File: src/rtl/mc_controller_if.sv
// Control bus between the multicycle controller and its datapath.
// The controller sits on the slave side: it reads the instruction fields
// and ALU flags and drives every datapath select and write enable.
interface mc_controller_if;
  logic [19:0] Instr;
  logic [3:0]  ALUFlags;
  logic        PCWrite;
  logic        MemWrite;
  logic        RegWrite;
  logic        IRWrite;
  logic        AdrSrc;
  logic [1:0]  RegSrc;
  logic        ALUSrcA;
  logic [1:0]  ALUSrcB;
  logic [1:0]  ResultSrc;
  logic [1:0]  ImmSrc;
  logic [1:0]  ALUControl;

  modport slave (
    input  Instr, ALUFlags,
    output PCWrite, MemWrite, RegWrite, IRWrite, AdrSrc, RegSrc,
           ALUSrcA, ALUSrcB, ResultSrc, ImmSrc, ALUControl
  );

  modport master (
    output Instr, ALUFlags,
    input  PCWrite, MemWrite, RegWrite, IRWrite, AdrSrc, RegSrc,
           ALUSrcA, ALUSrcB, ResultSrc, ImmSrc, ALUControl
  );
endinterface

File: src/rtl/mc_controller.sv
// Multicycle control unit for the ARM-subset processor.
// Sequences a shared ALU, unified memory port and register file over
// 3-5 cycles per instruction, owns the NZCV flags and the condition
// check, and gates every architectural write with the latched condition.
module mc_controller #(
  parameter int STATE_W = 4
) (
  input logic            clk,
  input logic            reset,
  mc_controller_if.slave bus
);

  typedef enum logic [3:0] {
    S_FETCH    = 4'd0,
    S_DECODE   = 4'd1,
    S_MEMADR   = 4'd2,
    S_MEMREAD  = 4'd3,
    S_MEMWB    = 4'd4,
    S_MEMWRITE = 4'd5,
    S_EXECUTER = 4'd6,
    S_EXECUTEI = 4'd7,
    S_ALUWB    = 4'd8,
    S_BRANCH   = 4'd9,
    S_UNKNOWN  = 4'd10
  } state_e;

  // Raw state bits; any pattern outside the defined states decodes as UNKNOWN.
  logic [STATE_W-1:0] state_r;
  state_e             state_s;
  state_e             next_s;

  // Instruction fields
  logic [3:0] cond_s;
  logic [1:0] op_s;
  logic [3:0] cmd_s;
  logic       s_s;
  logic       l_s;
  logic       i_s;
  logic       unused_rd_rn_s;

  assign cond_s         = bus.Instr[19:16];
  assign op_s           = bus.Instr[15:14];
  assign i_s            = bus.Instr[13];
  assign cmd_s          = bus.Instr[12:9];
  assign s_s            = bus.Instr[8];
  assign l_s            = bus.Instr[8];
  assign unused_rd_rn_s = ^bus.Instr[7:0];

  // Architectural and pipeline-control state
  logic [3:0] flags_r;
  logic       condexl_r;
  logic       condex_s;

  // Per-state controls before condition gating
  logic       pcw_fetch_s;
  logic       branch_s;
  logic       regw_s;
  logic       memw_s;
  logic       irwrite_s;
  logic       adrsrc_s;
  logic       alusrca_s;
  logic [1:0] alusrcb_s;
  logic [1:0] resultsrc_s;
  logic [1:0] aluctl_s;
  logic [1:0] flagw_s;

  // ALU decode results for execute states
  logic [1:0] alu_dec_s;
  logic [1:0] flagw_dec_s;

  // Map raw state bits onto a defined state, illegal patterns fall to UNKNOWN
  always_comb begin
    state_s = S_UNKNOWN;
    case (state_r)
      STATE_W'(S_FETCH):    state_s = S_FETCH;
      STATE_W'(S_DECODE):   state_s = S_DECODE;
      STATE_W'(S_MEMADR):   state_s = S_MEMADR;
      STATE_W'(S_MEMREAD):  state_s = S_MEMREAD;
      STATE_W'(S_MEMWB):    state_s = S_MEMWB;
      STATE_W'(S_MEMWRITE): state_s = S_MEMWRITE;
      STATE_W'(S_EXECUTER): state_s = S_EXECUTER;
      STATE_W'(S_EXECUTEI): state_s = S_EXECUTEI;
      STATE_W'(S_ALUWB):    state_s = S_ALUWB;
      STATE_W'(S_BRANCH):   state_s = S_BRANCH;
      default:              state_s = S_UNKNOWN;
    endcase
  end

  // State register; reset returns to FETCH with upper bits cleared
  always_ff @(posedge clk or negedge reset) begin
    if (!reset) begin
      state_r <= STATE_W'(S_FETCH);
    end else begin
      state_r <= STATE_W'(next_s);
    end
  end

  // Data-processing ALU operation and flag-write decode from cmd/S
  always_comb begin
    alu_dec_s   = 2'b00;
    flagw_dec_s = 2'b00;
    case (cmd_s)
      4'b0100: begin alu_dec_s = 2'b00; flagw_dec_s = {s_s, s_s};  end
      4'b0010: begin alu_dec_s = 2'b01; flagw_dec_s = {s_s, s_s};  end
      4'b0000: begin alu_dec_s = 2'b10; flagw_dec_s = {s_s, 1'b0}; end
      4'b1100: begin alu_dec_s = 2'b11; flagw_dec_s = {s_s, 1'b0}; end
      default: begin alu_dec_s = 2'b00; flagw_dec_s = 2'b00;       end
    endcase
  end

  // Next-state selection and per-state datapath controls
  always_comb begin
    next_s      = S_FETCH;
    pcw_fetch_s = 1'b0;
    branch_s    = 1'b0;
    regw_s      = 1'b0;
    memw_s      = 1'b0;
    irwrite_s   = 1'b0;
    adrsrc_s    = 1'b0;
    alusrca_s   = 1'b0;
    alusrcb_s   = 2'b00;
    resultsrc_s = 2'b00;
    aluctl_s    = 2'b00;
    flagw_s     = 2'b00;
    case (state_s)
      S_FETCH: begin
        next_s      = S_DECODE;
        pcw_fetch_s = 1'b1;
        irwrite_s   = 1'b1;
        alusrca_s   = 1'b1;
        alusrcb_s   = 2'b10;
        resultsrc_s = 2'b10;
      end
      S_DECODE: begin
        alusrca_s   = 1'b1;
        alusrcb_s   = 2'b10;
        resultsrc_s = 2'b10;
        case (op_s)
          2'b00:   next_s = i_s ? S_EXECUTEI : S_EXECUTER;
          2'b01:   next_s = S_MEMADR;
          2'b10:   next_s = S_BRANCH;
          default: next_s = S_UNKNOWN;
        endcase
      end
      S_MEMADR: begin
        next_s    = l_s ? S_MEMREAD : S_MEMWRITE;
        alusrcb_s = 2'b01;
      end
      S_MEMREAD: begin
        next_s   = S_MEMWB;
        adrsrc_s = 1'b1;
      end
      S_MEMWB: begin
        resultsrc_s = 2'b01;
        regw_s      = 1'b1;
      end
      S_MEMWRITE: begin
        adrsrc_s = 1'b1;
        memw_s   = 1'b1;
      end
      S_EXECUTER: begin
        next_s   = S_ALUWB;
        aluctl_s = alu_dec_s;
        flagw_s  = flagw_dec_s;
      end
      S_EXECUTEI: begin
        next_s    = S_ALUWB;
        alusrcb_s = 2'b01;
        aluctl_s  = alu_dec_s;
        flagw_s   = flagw_dec_s;
      end
      S_ALUWB: begin
        regw_s = 1'b1;
      end
      S_BRANCH: begin
        alusrcb_s   = 2'b01;
        resultsrc_s = 2'b10;
        branch_s    = 1'b1;
      end
      default: begin
        next_s = S_FETCH;
      end
    endcase
  end

  // Condition-code check against the stored NZCV flags
  always_comb begin
    condex_s = 1'b0;
    case (cond_s)
      4'b0000: condex_s = flags_r[2];
      4'b0001: condex_s = ~flags_r[2];
      4'b0010: condex_s = flags_r[1];
      4'b0011: condex_s = ~flags_r[1];
      4'b0100: condex_s = flags_r[3];
      4'b0101: condex_s = ~flags_r[3];
      4'b0110: condex_s = flags_r[0];
      4'b0111: condex_s = ~flags_r[0];
      4'b1000: condex_s = flags_r[1] & ~flags_r[2];
      4'b1001: condex_s = ~flags_r[1] | flags_r[2];
      4'b1010: condex_s = ~(flags_r[3] ^ flags_r[0]);
      4'b1011: condex_s = flags_r[3] ^ flags_r[0];
      4'b1100: condex_s = ~flags_r[2] & ~(flags_r[3] ^ flags_r[0]);
      4'b1101: condex_s = flags_r[2] | (flags_r[3] ^ flags_r[0]);
      4'b1110: condex_s = 1'b1;
      default: condex_s = 1'b0;
    endcase
  end

  // Latch the condition outcome at the end of DECODE for the rest of the instruction
  always_ff @(posedge clk or negedge reset) begin
    if (!reset) begin
      condexl_r <= 1'b0;
    end else if (state_s == S_DECODE) begin
      condexl_r <= condex_s;
    end
  end

  // NZCV register: N,Z and C,V halves load independently when the instruction executes
  always_ff @(posedge clk or negedge reset) begin
    if (!reset) begin
      flags_r <= 4'b0000;
    end else begin
      if (flagw_s[1] & condexl_r) begin
        flags_r[3:2] <= bus.ALUFlags[3:2];
      end
      if (flagw_s[0] & condexl_r) begin
        flags_r[1:0] <= bus.ALUFlags[1:0];
      end
    end
  end

  // Write enables are held low for as long as reset is asserted
  assign bus.PCWrite    = reset & (pcw_fetch_s | (branch_s & condexl_r));
  assign bus.MemWrite   = reset & memw_s & condexl_r;
  assign bus.RegWrite   = reset & regw_s & condexl_r;
  assign bus.IRWrite    = reset & irwrite_s;
  assign bus.AdrSrc     = adrsrc_s;
  assign bus.ALUSrcA    = alusrca_s;
  assign bus.ALUSrcB    = alusrcb_s;
  assign bus.ResultSrc  = resultsrc_s;
  assign bus.ALUControl = aluctl_s;
  assign bus.ImmSrc     = op_s;
  assign bus.RegSrc     = {(op_s == 2'b01), (op_s == 2'b10)};

endmodule
File: src/flat_wrapper.sv
// flat-port wrapper written by rule: the top's interface ports become plain ports
module mc_controller_flat 
#(
  parameter int STATE_W = 4
)
  (clk, reset, bus_Instr, bus_ALUFlags, bus_PCWrite, bus_MemWrite, bus_RegWrite, bus_IRWrite, bus_AdrSrc, bus_RegSrc, bus_ALUSrcA, bus_ALUSrcB, bus_ResultSrc, bus_ImmSrc, bus_ALUControl);
  mc_controller_if bus_i ();
  input logic clk;
  input logic reset;
  input wire logic [$bits(bus_i.Instr)-1:0] bus_Instr;
  input wire logic [$bits(bus_i.ALUFlags)-1:0] bus_ALUFlags;
  output wire logic [$bits(bus_i.PCWrite)-1:0] bus_PCWrite;
  output wire logic [$bits(bus_i.MemWrite)-1:0] bus_MemWrite;
  output wire logic [$bits(bus_i.RegWrite)-1:0] bus_RegWrite;
  output wire logic [$bits(bus_i.IRWrite)-1:0] bus_IRWrite;
  output wire logic [$bits(bus_i.AdrSrc)-1:0] bus_AdrSrc;
  output wire logic [$bits(bus_i.RegSrc)-1:0] bus_RegSrc;
  output wire logic [$bits(bus_i.ALUSrcA)-1:0] bus_ALUSrcA;
  output wire logic [$bits(bus_i.ALUSrcB)-1:0] bus_ALUSrcB;
  output wire logic [$bits(bus_i.ResultSrc)-1:0] bus_ResultSrc;
  output wire logic [$bits(bus_i.ImmSrc)-1:0] bus_ImmSrc;
  output wire logic [$bits(bus_i.ALUControl)-1:0] bus_ALUControl;
  assign bus_i.Instr = bus_Instr;
  assign bus_i.ALUFlags = bus_ALUFlags;
  assign bus_PCWrite = bus_i.PCWrite;
  assign bus_MemWrite = bus_i.MemWrite;
  assign bus_RegWrite = bus_i.RegWrite;
  assign bus_IRWrite = bus_i.IRWrite;
  assign bus_AdrSrc = bus_i.AdrSrc;
  assign bus_RegSrc = bus_i.RegSrc;
  assign bus_ALUSrcA = bus_i.ALUSrcA;
  assign bus_ALUSrcB = bus_i.ALUSrcB;
  assign bus_ResultSrc = bus_i.ResultSrc;
  assign bus_ImmSrc = bus_i.ImmSrc;
  assign bus_ALUControl = bus_i.ALUControl;
  mc_controller #(.STATE_W(STATE_W)) u_core (.clk(clk), .reset(reset), .bus(bus_i));
endmodule
File: config.mk
export PLATFORM = sky130hd
export DESIGN_NAME = mc_controller_flat
export DESIGN_NICKNAME = d
export VERILOG_FILES = /design/src/rtl/mc_controller_if.sv /design/src/rtl/mc_controller.sv /design/src/flat_wrapper.sv
export SDC_FILE = /design/constraint.sdc
export NUM_CORES = 1
export LEC_CHECK = 0
export CORE_AREA = 8 8 54 56
export CTS_BUF_LIST = sky130_fd_sc_hd__clkbuf_8 sky130_fd_sc_hd__clkbuf_16
export DETAILED_ROUTE_END_ITERATION = 16
export DIE_AREA = 0 0 62 64
export PLACE_DENSITY = 0.85
export SLEW_MARGIN = 20
export SYNTH_ARGS = -nofsm -noshare
export SYNTH_HDL_FRONTEND = slang
export SYNTH_SLANG_ARGS = --single-unit
File: constraint.sdc
create_clock -name clk -period 2.3 [get_ports clk]
set_input_delay 0.23 -clock clk [delete_from_list [all_inputs] [get_ports clk]]
set_output_delay 0.23 -clock clk [all_outputs]
set_load 0.03 [all_outputs]
==> results.md <==
- Util after Layout: 57.6%
- Time the worst path needs with I/O delays and setup: 2160 ps
- Overall power: 1.21 mW
- Area leader, netlist: dfrtp_1
- GRT Util Overall: 11.8%
- Type of the tightest min-delay check: in2async
- Clock Latency Late Sink: 220 ps
- Die height: 64 um
- Vias: 801
- Worst EP required: 2070 ps
- Peak ir drop on the vdd network: 0.741 mV
- Register area share after synthesis: 26.9%
- Max-cap check violation count: 0
- CTS tree: built
- Layout cells sized above 1: 15.4%
- Sink Count: 9
- Ys Warns: 0
- RSZ-0062 raised after global routing: false
- Post-Syn Instances: 99
- Setup_tns: 0 ps
- Post-DR vias/cell: 5.07
- Outcome: finished, final reports clean
- Synth top area share: 26.9%
- Synth cell types: 36
- Post-route ant nets: 0
- Clock skew: 0.359 ps
- Row cnt: 17
- Static Leak: 0.480 nW
- Period utilization: 93.9%
- Mean Syn Cell Area: 8.47 um2
- Routed Wire Length: 2180 um
- Post-route cell area: 1210 um2
- Final Hold Viols: 0
- Post-synthesis register bit count: 9
- Power per cell area: 1000 nW/um2
- Top_reg_cell synth: dfrtp_1
- Crit path kind: reg2out
- Root Driver: clkbuf_8
- Post-DP Area: 1170 um2
- Top area cells in the synthesized netlist: dfrtp_1, buf_4, nor3_1
- Bufs on Longest Clock Path: 2
- Syn nets: 125
- Worst setup SP type: register
- Asr flop ratio synth: 100%
- Relative slew slack: 78.7%
- Final Max Slew Viols: 0
- Die W: 62 um
- Worst-path fanout max: 12
- Post-CTS Hold Fix Bufs: 0
- Wire per inst: 13.8 um
- Fmax: 0.463 GHz
- Final hold slack: 378 ps
- Num CTS Buffers: 3
- Total global routing overflow: 0
- CP Data Arrival Time: 1930 ps
- PortBufs: 33
- Die area: 3970 um2
- H-tree depth: 1
- PostCTS Resize Cnt: 0
- Postcts setup bufs: 0
- Worst-path clk slew: 40 ps
- DRC violations left: 0
- Commonest non-fill, non-tap cell in the layout: clkdlybuf4s50_1
- Most frequent cells in the layout: clkdlybuf4s50_1, nor2_1, nand2_1
- Final setup viols: 0
- Critical path endpoint category: output port
- Post-synth EDFFs: 0
- Core area: 2110 um2
- First drt pass iteration count: 2
- Area added between synthesis and finish: 44.8%
- Antenna fix cells: 0
- I/O pin cnt: 42
- Iter 0 DRT Violations: 18
- Vias in the first global route: 866
- Worst-Margin Slew: 319 ps
- Largest net degree at the start of global routing: 13
- Initial antenna violation count: 0
- # nets final: 157
- Global-route wire length before repair: 3730 um
- Placer Congestion: 0.776
- Hpwl dp: 1770 um
- Post-Syn Area: 838 um2
- Initial Utilization: 39.8%
==> sequential cells by signal (all words and copies together), names as in the netlist <==
signal	count
u_core.condexl_r	1
u_core.state_r	4
u_core.flags_r	4
==> worst paths after layout <==
check                                   from           endpoint  slack, ps  depth (start not counted)
setup / recovery           u_core.state_r[2]        bus_IRWrite        140                          4
hold / removal                         reset  u_core.flags_r[0]        380                          2
setup reg to reg           u_core.state_r[3]  u_core.flags_r[3]        720                          5
hold reg to reg            u_core.flags_r[1]  u_core.flags_r[1]        540                          1
max in group asynchronous              reset  u_core.state_r[0]       1800                          2
min in group clk           u_core.flags_r[1]  u_core.flags_r[1]        540                          1
==> synth_stat cells, types with 3 or more instances <==
library cell and number:
nor2_1 8, buf_4 5, mux2i_1 3, nand2_1 8, dfrtp_1 9, nand3b_1 3
nor3_1 7, xnor2_1 4, nand3_1 4, nand2b_1 4, nor4_1 3, nor2b_1 5
a21oi_1 3, o21ai_0 4, clkbuf_1 3
==> stage by stage <==
stage	cells	worst slack, ps
6_report	158	141
5_1_grt	158	23.7
4_1_cts	158	31.6
3_5_place_dp	154	166
3_3_place_gp	154	200
2_1_floorplan	99	393
==> final cells by class <==
class / instances / area (um2)
clock buffers: 3 / 41.3
clock inverters: 1 / 3.75
fillers: 184 / 892
inverters: 2 / 7.51
multi-input cells: 78 / 541
flip-flops and latches: 9 / 228
well taps: 28 / 35.0
repair buffers: 37 / 358
==> metal layers <==
layer	part of all wire [%]	track usage (%)	routed length [um]
met1	45	13.0	973
met2	45	18.9	991
met3	8.8	5.80	192
met4	1.1	4.27	25
met5	0	0	0
==> where the power goes <==
part	internal, mW	switching [mW]
sequential	0.214	0.105
clock	0.115	0.0533
combinational	0.344	0.383
total	0.673	0.542
==> kinds of logic (layout without fill, tap and decap cells) <==
| kind of cell | count (synthesis) | in the layout | share of synthesized area, % |
|---|---|---|---|
| XOR/XNOR | 6 | 6 | 6.27 |
| AND/OR/NAND/NOR | 48 | 48 | 33.6 |
| AO/OA/AOI/OAI | 16 | 16 | 13.9 |
| multiplexers | 8 | 8 | 10.7 |
| flip-flops | 9 | 9 | 26.9 |
| buffers and inverters | 12 | 43 | 8.66 |
==> critical path: stages, from the launching register on <==
cell	delay, ps
dfrtp_2	500
nor2_1	250
nand2_1	110
nor3_1	140
clkdlybuf4s50_1	700
No activity file was read; power rests on OpenSTA's default activity.
